--- src/rtl/mem_port_arbiter_if.sv ---
// Bundle of requester-side and memory-side signals shared by the data-memory port arbiter.
// The slave modport is the arbiter; the master modport is the requesters plus the memory.
interface mem_port_arbiter_if #(
  parameter int unsigned NUM_REQ = 4
);
  logic [NUM_REQ-1:0]   Req;
  logic [NUM_REQ-1:0]   Wr;
  logic [8*NUM_REQ-1:0] Addr;
  logic [8*NUM_REQ-1:0] WData;
  logic [NUM_REQ-1:0]   Gnt;
  logic [NUM_REQ-1:0]   Ack;
  logic [7:0]           RData;
  logic [NUM_REQ-1:0]   RValid;
  logic [7:0]           MemAddress;
  logic [7:0]           MemWriteData;
  logic                 MemWrite;
  logic                 MemRead;
  logic [7:0]           MemReadData;

  modport master (
    output Req, Wr, Addr, WData, MemReadData,
    input  Gnt, Ack, RData, RValid, MemAddress, MemWriteData, MemWrite, MemRead
  );

  modport slave (
    input  Req, Wr, Addr, WData, MemReadData,
    output Gnt, Ack, RData, RValid, MemAddress, MemWriteData, MemWrite, MemRead
  );
endinterface

--- src/rtl/mem_port_arbiter.sv ---
// Round-robin arbiter sharing one 256x8 data-memory port among NUM_REQ requesters, with
// bounded bursts per grant and registered read-data return.
module mem_port_arbiter #(
  parameter int unsigned NUM_REQ   = 4,
  parameter int unsigned BURST_MAX = 4
) (
  input logic               Clk,
  input logic               Rst_n,
  mem_port_arbiter_if.slave bus
);
  localparam int unsigned        PtrW    = $clog2(NUM_REQ);
  localparam int unsigned        CntW    = (BURST_MAX > 1) ? $clog2(BURST_MAX) : 1;
  localparam logic [CntW-1:0]    CntLast = CntW'(BURST_MAX - 1);
  localparam logic [NUM_REQ-1:0] OneHot0 = NUM_REQ'(1);

  typedef enum logic [0:0] {StIdle, StAccess} state_e;

  state_e             state_q;
  logic [NUM_REQ-1:0] gnt_q;
  logic [NUM_REQ-1:0] rvalid_q;
  logic [7:0]         rdata_q;
  logic [CntW-1:0]    cnt_q;
  logic [PtrW-1:0]    ptr_q;

  logic [PtrW-1:0] owner;
  logic [PtrW-1:0] winner;
  logic            found;
  logic            own_req;
  logic            own_wr;
  logic [7:0]      own_addr;
  logic [7:0]      own_wdata;
  logic            others_req;
  logic            access;

  // Owner's request fields, selected by the one-hot grant.
  always_comb begin
    owner     = '0;
    own_req   = 1'b0;
    own_wr    = 1'b0;
    own_addr  = '0;
    own_wdata = '0;
    for (int unsigned i = 0; i < NUM_REQ; i++) begin
      if (gnt_q[i]) begin
        owner     = PtrW'(i);
        own_req   = bus.Req[i];
        own_wr    = bus.Wr[i];
        own_addr  = bus.Addr[8*i +: 8];
        own_wdata = bus.WData[8*i +: 8];
      end
    end
    others_req = |(bus.Req & ~gnt_q);
    access     = (state_q == StAccess) && own_req;
  end

  // Round-robin pick: indices above the pointer first, then wrap to those at or below it.
  always_comb begin
    winner = '0;
    found  = 1'b0;
    for (int unsigned i = 0; i < NUM_REQ; i++) begin
      if (!found && bus.Req[i] && (PtrW'(i) > ptr_q)) begin
        winner = PtrW'(i);
        found  = 1'b1;
      end
    end
    for (int unsigned i = 0; i < NUM_REQ; i++) begin
      if (!found && bus.Req[i] && (PtrW'(i) <= ptr_q)) begin
        winner = PtrW'(i);
        found  = 1'b1;
      end
    end
  end

  always_comb begin
    bus.Ack          = '0;
    bus.MemAddress   = '0;
    bus.MemWriteData = '0;
    bus.MemWrite     = 1'b0;
    bus.MemRead      = 1'b0;
    if (access) begin
      bus.Ack          = gnt_q;
      bus.MemAddress   = own_addr;
      bus.MemWriteData = own_wdata;
      bus.MemWrite     = own_wr;
      bus.MemRead      = ~own_wr;
    end
  end

  assign bus.Gnt    = gnt_q;
  assign bus.RData  = rdata_q;
  assign bus.RValid = rvalid_q;

  always_ff @(posedge Clk or negedge Rst_n) begin
    if (!Rst_n) begin
      state_q  <= StIdle;
      gnt_q    <= '0;
      rvalid_q <= '0;
      rdata_q  <= '0;
      cnt_q    <= '0;
      ptr_q    <= PtrW'(NUM_REQ - 1);
    end else begin
      rvalid_q <= '0;
      unique case (state_q)
        StIdle: begin
          if (|bus.Req) begin
            gnt_q   <= OneHot0 << winner;
            cnt_q   <= '0;
            state_q <= StAccess;
          end
        end
        StAccess: begin
          if (!own_req) begin
            gnt_q   <= '0;
            ptr_q   <= owner;
            state_q <= StIdle;
          end else begin
            if (!own_wr) begin
              rdata_q  <= bus.MemReadData;
              rvalid_q <= gnt_q;
            end
            // A sole requester keeps the port; the count saturates instead of wrapping.
            if ((cnt_q == CntLast) && others_req) begin
              gnt_q   <= '0;
              ptr_q   <= owner;
              state_q <= StIdle;
            end else if (cnt_q != CntLast) begin
              cnt_q <= cnt_q + 1'b1;
            end
          end
        end
        default: state_q <= StIdle;
      endcase
    end
  end
endmodule

--- src/flat_wrapper.sv ---
// flat-port wrapper written by rule: the top's interface ports become plain ports
module mem_port_arbiter_flat 
#(
  parameter int unsigned NUM_REQ   = 4,
  parameter int unsigned BURST_MAX = 4
)
  (Clk, Rst_n, bus_Req, bus_Wr, bus_Addr, bus_WData, bus_MemReadData, bus_Gnt, bus_Ack, bus_RData, bus_RValid, bus_MemAddress, bus_MemWriteData, bus_MemWrite, bus_MemRead);
  mem_port_arbiter_if #(.NUM_REQ(NUM_REQ)) bus_i ();
  input logic Clk;
  input logic Rst_n;
  input wire logic [$bits(bus_i.Req)-1:0] bus_Req;
  input wire logic [$bits(bus_i.Wr)-1:0] bus_Wr;
  input wire logic [$bits(bus_i.Addr)-1:0] bus_Addr;
  input wire logic [$bits(bus_i.WData)-1:0] bus_WData;
  input wire logic [$bits(bus_i.MemReadData)-1:0] bus_MemReadData;
  output wire logic [$bits(bus_i.Gnt)-1:0] bus_Gnt;
  output wire logic [$bits(bus_i.Ack)-1:0] bus_Ack;
  output wire logic [$bits(bus_i.RData)-1:0] bus_RData;
  output wire logic [$bits(bus_i.RValid)-1:0] bus_RValid;
  output wire logic [$bits(bus_i.MemAddress)-1:0] bus_MemAddress;
  output wire logic [$bits(bus_i.MemWriteData)-1:0] bus_MemWriteData;
  output wire logic [$bits(bus_i.MemWrite)-1:0] bus_MemWrite;
  output wire logic [$bits(bus_i.MemRead)-1:0] bus_MemRead;
  assign bus_i.Req = bus_Req;
  assign bus_i.Wr = bus_Wr;
  assign bus_i.Addr = bus_Addr;
  assign bus_i.WData = bus_WData;
  assign bus_i.MemReadData = bus_MemReadData;
  assign bus_Gnt = bus_i.Gnt;
  assign bus_Ack = bus_i.Ack;
  assign bus_RData = bus_i.RData;
  assign bus_RValid = bus_i.RValid;
  assign bus_MemAddress = bus_i.MemAddress;
  assign bus_MemWriteData = bus_i.MemWriteData;
  assign bus_MemWrite = bus_i.MemWrite;
  assign bus_MemRead = bus_i.MemRead;
  mem_port_arbiter #(.NUM_REQ(NUM_REQ), .BURST_MAX(BURST_MAX)) u_core (.Clk(Clk), .Rst_n(Rst_n), .bus(bus_i));
endmodule
--- config.mk ---
export PLATFORM = sky130hd
export DESIGN_NAME = mem_port_arbiter_flat
export DESIGN_NICKNAME = d
export VERILOG_FILES = /design/src/rtl/mem_port_arbiter_if.sv /design/src/rtl/mem_port_arbiter.sv /design/src/flat_wrapper.sv
export SDC_FILE = /design/constraint.sdc
export NUM_CORES = 1
export LEC_CHECK = 0
export ABC_AREA = 1
export CAP_MARGIN = 30
export CORE_AREA = 2 2 76 71
export DETAILED_ROUTE_END_ITERATION = 16
export DIE_AREA = 0 0 78 73
export PLACE_DENSITY_LB_ADDON = 0.1
export SLEW_MARGIN = 20
export SYNTH_ARGS = -nofsm -noshare
export SYNTH_HDL_FRONTEND = slang
export SYNTH_SLANG_ARGS = --single-unit
export TNS_END_PERCENT = 30
--- constraint.sdc ---
create_clock -name Clk -period 2.4 [get_ports Clk]
set_input_delay 0.24 -clock Clk [delete_from_list [all_inputs] [get_ports Clk]]
set_output_delay 0.24 -clock Clk [all_outputs]
set_load 0.02 [all_outputs]
Word level (Yosys, flattened, before mapping)
Index checks and enable logic that the tools add are counted.
{"block": "classes", "order_cmp": 8, "n_mux": 56, "n_reduce_logical": 30, "shift": 1, "bitwise_logic": 4, "eq_ne": 8, "add_sub_neg": 1}
{"op": "$mux 8", "count": 10}
{"op": "$mux 2", "count": 14}
{"op": "$mux 4", "count": 7}
{"op": "$mux 1", "count": 22}
{"op": "$logic_and 1x1->1", "count": 17}
{"op": "$ne 2x2->1 const B", "count": 5}
{"op": "$pmux 4 s2", "count": 1}
{"op": "$reduce_or 4->1", "count": 2}
{"op": "$logic_not 1->1", "count": 7}
{"op": "$and 4x4->4", "count": 1}
{"op": "$gt 1x2->1 const A", "count": 2}
{"op": "$gt 2x2->1 const A", "count": 2}
{"op": "$le 1x2->1 const A", "count": 2}
{"op": "$le 2x2->1 const A", "count": 2}
{"op": "$not 4->4", "count": 1}
{"op": "$pmux 2 s2", "count": 1}
{"op": "$reduce_and 2->1", "count": 2}
{"op": "$reduce_and 4->1", "count": 1}
{"op": "$shl 1x2->4 const A", "count": 1}
{"op": "$ne 3x3->1 const B", "count": 1}
{"op": "$reduce_and 3->1", "count": 1}
{"op": "$add 2x1->2 const B", "count": 1}
{"op": "$eq 2x2->1 const B", "count": 1}
{"op": "$ne 2x1->1 const B", "count": 1}
{"op": "2 further kinds", "count": 3}
{"block": "word_totals", "in_bits": 82, "word_cells": 114, "ff_bits": 21, "out_inout_bits": 38}

Longest topological paths before layout
{"block": "depth", "ltp_word": 34, "depth_mapped": 10, "mapped_depth_nobuf": 10}

Least setup slack after synthesis
No wires, ideal clock.
{"block": "synth_timing", "kind": "register to output", "startpoint": "reg u_core.gnt_q[3], in the netlist u_core.bus.Gnt[3]", "endpoint": "out bus_MemAddress[6]", "path_stages_with_launch": 8, "setup_slack_ps": 510, "path_buffers": 2, "t_arrival_ps": 1650, "t_required_ps": 2160, "path_cell_list": "dfrtp_1 > buf_6 > nor2_4 > a21oi_2 > nand2_2 > nand2_4 > buf_6 > nor3_1"}
{"block": "synth_via", "elab_chain_cells": 3, "word_cells_on_any_way": 4, "classes_between": "3 x mux; 1 x reduce/logical"}
{"element": "start, declared", "line": "mem_port_arbiter.sv:19", "source": "logic [NUM_REQ-1:0] gnt_q;"}
{"element": "start signal, assigned", "line": "mem_port_arbiter.sv:105", "source": "gnt_q <= OneHot0 << winner;"}
{"element": "$mux 1", "line": "mem_port_arbiter.sv:43", "source": "if (gnt_q[i]) begin"}
{"element": "$logic_and 1x1->1", "line": "mem_port_arbiter.sv:52", "source": "access = (state_q == StAccess) && own_req;"}
{"element": "$mux 8 *", "line": "mem_port_arbiter.sv:79", "source": "if (access) begin"}
{"element": "end, declared", "line": "flat_wrapper.sv:20", "source": "output wire logic [$bits(bus_i.MemAddress)-1:0] bus_MemAddress;"}
Every way passes the cells marked *; elsewhere a longest branch is shown, timed or not.

Final worst setup path
{"block": "layout_timing", "startpoint": "reg u_core.gnt_q[3], in the netlist u_core.bus.Gnt[3]", "endpoint": "out bus_MemRead"}
{"block": "layout_via", "elab_chain_cells": 3, "word_cells_on_any_way": 5, "classes_between": "3 x mux; 1 x bitwise; 1 x reduce/logical"}
{"element": "$mux 1", "line": "mem_port_arbiter.sv:43"}
{"element": "$logic_and 1x1->1 or $not 1->1 (tied branches)"}
{"element": "$mux 1 *", "line": "mem_port_arbiter.sv:79"}
{"element": "end, declared", "line": "flat_wrapper.sv:23", "source": "output wire logic [$bits(bus_i.MemRead)-1:0] bus_MemRead;"}
Marks and branches as above.

==> results_dict.tcl <==
set metrics [dict create \
    yosysTopAreaCell "dfrtp_1" \
    seq_area_um2 531.8 \
    setup_viol 0 \
    start_util 0.3335 \
    postPlaceCellArea_um2 3007 \
    hold-worst-slack_ps 321.5 \
    areaGrowthSynthToFinish_pct 82.31 \
    critical-path-max-stage-delay_ps 590 \
    fmax_mhz 422.8 \
    drt_iter0_drc 78 \
    synth_ff_type "dfrtp_1" \
    yosys_warnings 0 \
    p_int_uw 1472 \
    htree_levels 1 \
    sw_frac_of_total 0.4902 \
    io_pins 120 \
    dr.pass1.iters 4 \
    die_w_um 78 \
    yosysSeqAreaShare 0.3163 \
    grt_pass1_wl_um 9246 \
    nNetsFinal 456 \
    worstPathCellList "nor2_4 -> buf_4 -> and3_1 -> nor2_2 -> nand2_2 -> inv_1 -> clkdlybuf4s50_1" \
    critPathKind "reg -> out" \
    hold_path.class "in -> async" \
    cts_tree "built" \
    ys_seq_elements 21 \
    cts_made_buffers 3 \
    syn_area_um2 1669 \
    power_density_nw_per_um2 948.6 \
    switchingPower_uw 1415 \
    max_cap_violations 0 \
    yosysUniqueCellTypes 27 \
    cts_root_buf "clkbuf_8" \
    dp_hpwl_um 4739 \
    synthArstFlopShare 1.000 \
    antenna_found_initial 0 \
    leakage_uw 0.001512 \
    crit_family "buffers and inverters" \
    rsz0062_at_grt "true" \
    syn_area_per_cell_um2 6.897 \
    crit_required_ps 2160 \
    cp_num_cells 7 \
    grt_remaining_overflow 0 \
    r2r_slack_ps 800 \
    dp_slack_ps 47.84 \
    final-hold-violation-count 0 \
    antenna_left 0 \
    wirelength_um 5903 \
    synth_edf_count 0 \
    cp_slowest_cell "clkdlybuf4s50_1" \
    pwr-share-seq 0.226 \
    antenna_cells 0 \
    drive_gt1_frac 0.1452 \
    via_count 2071 \
    clk_latency_ps 260 \
    rr_worst_depth 8 \
    skew_ps 6.362 \
    placedCellCount 435 \
    synth.net_count 325 \
    netlist_top_cells_area "dfrtp_1, nand2_1, nor3_2" \
    finalInstanceArea_um2 3043 \
    max-slew-margin-rel 0.8091 \
    cp-start-kind "flop" \
    fin_ws_ps 34.92 \
    dieHeight_um 73 \
    worst_slew_pin_slew_ps 285.2 \
    fin_crit_sh 0.9855 \
    clock_sinks 21 \
    fillers 482 \
    routedWlPerCell_um 13.45 \
    combPwrFrac 0.695 \
    via_per_inst 4.718 \
    clock_path_buffers 2 \
    drcViolationCount 0 \
    synth_cells 242 \
    std_cell_rows 25 \
    synth_top_area_frac 0.2849 \
    grt_pass1_vias 1972 \
    status "finished clean" \
    portBuffers 119 \
    path_clk_slew_ps 80 \
    core_um2 5005 \
    synth_commonest_cells "nand2_1, nand3_1, dfrtp_1" \
    grt_max_degree 22 \
    grtUsageTotal 0.2029 \
    layoutNonFillerInstCount 439 \
    finalPower_uw 2887 \
    synth.most_common_cell "nand2_1" \
    r2r_start "u_core.bus.Gnt[3]" \
    clock_power_share 0.079 \
    multi_input_area_um2 969.7 \
    end_kind "primary output" \
    rr_endpoint "u_core.bus.RData[0]" \
    crit_buf_inv 3 \
    worst-path-max-fanout 12 \
    period_minus_slack_ps 2365 \
    die_area_um2 5694 \
    cp_data_arrival_time_ps 2130 \
    peakVddDrop_mv 0.4857 \
    slew_viol_final 0 \
    gp_congestion 0.8218 \
]
[through the flow]
stage / util / setup TNS (ps)
after floorplan: - / 0
after global placement: 0.6008 / 0
after detailed placement: 0.6008 / 0
after CTS: 0.6065 / 0
after global routing: 0.6080 / -114.9
final: 0.6080 / 0
[registers in the layout (all words and copies together), names as in the netlist]
name / cells
u_core.bus.Gnt: 4
u_core.state_q: 1
u_core.ptr_q: 2
u_core.cnt_q: 2
u_core.bus.RValid: 4
u_core.bus.RData: 8
[power groups by stage]
stage | clock network, uW | logic, uW | registers [uW]
6_report | 228 | 2010 | 651
5_1_grt | 251 | 2210 | 667
4_1_cts | 235 | 2030 | 651
3_5_place_dp | 0 | 2070 | 649
3_3_place_gp | 0 | 2040 | 646
2_1_floorplan | 0 | 1160 | 711
[area by class of cell]
type                    count  share of cell area
clock inverters             1            0.001645
inverters                  19             0.02426
well taps                  67             0.02755
repair buffers            137              0.4396
clock buffers               3             0.01357
multi-input cells         191              0.3187
flip-flops and latches     21              0.1748
[routing by layer]
layer  part of all wire  track usage
met1               0.44       0.2621
met2               0.49       0.3544
met3              0.058      0.03589
met4              0.015      0.05068
met5                  0            0
[kinds of logic (layout without fill, tap and decap cells)]
family | after synthesis | after routing | synth area share
flip-flops | 21 | 21 | 0.3163
adder cells (fa/ha/maj) | 1 | 1 | 0.007495
buffers and inverters | 30 | 160 | 0.1027
AND/OR/NAND/NOR | 151 | 151 | 0.4415
AO/OA/AOI/OAI | 39 | 39 | 0.1319
[what timing repair did]
action	in CTS	in global routing
hold buffers	0	0
setup buffers	0	0
endpoints found under the setup margin	21	5
resized for setup	20	3
[layout by cell type (no fill, tap or decap), types with 3 or more instances in the layout]
cell type,synthesis,routed
clkdlybuf4s50_1,0,99
inv_2,4,4
nand4_1,5,5
nand2_2,3,3
dlymetal6s2s_1,0,3
inv_1,14,14
o21ai_0,5,5
o22ai_1,15,15
clkbuf_8,0,3
nor3_2,12,12
dfrtp_1,19,16
nand2_1,80,80
nand3_1,22,22
dfrtp_2,0,3
nor2_1,14,14
buf_4,0,16
a21oi_1,16,16
nor3_1,7,7
dlygate4sd2_1,0,17
[worst register-to-register path: stages, from the launching register on]
cell and delay, ps:
dfrtp_2 500, nor2_4 70, buf_4 180, and3_1 180
nor2_2 220, nand2_2 90, buf_4 160, nand2_1 60
nand2_1 50
[worst max path at each step]
| stage | start | endpoint | slack, ps |
|---|---|---|---|
| after global routing | u_core.bus.Gnt[3] | bus_MemRead | -60 |
| final | u_core.bus.Gnt[3] | bus_MemRead | 30 |
| after CTS | u_core.bus.Gnt[3] | bus_MemRead | 20 |
| after floorplan | u_core.bus.Gnt[3] | bus_MemAddress[6] | 510 |
| after detailed placement | bus_Req[0] | bus_MemAddress[6] | 50 |
| after global placement | bus_Req[0] | bus_MemWriteData[6] | 70 |
(Power assumes the default switching activity.)
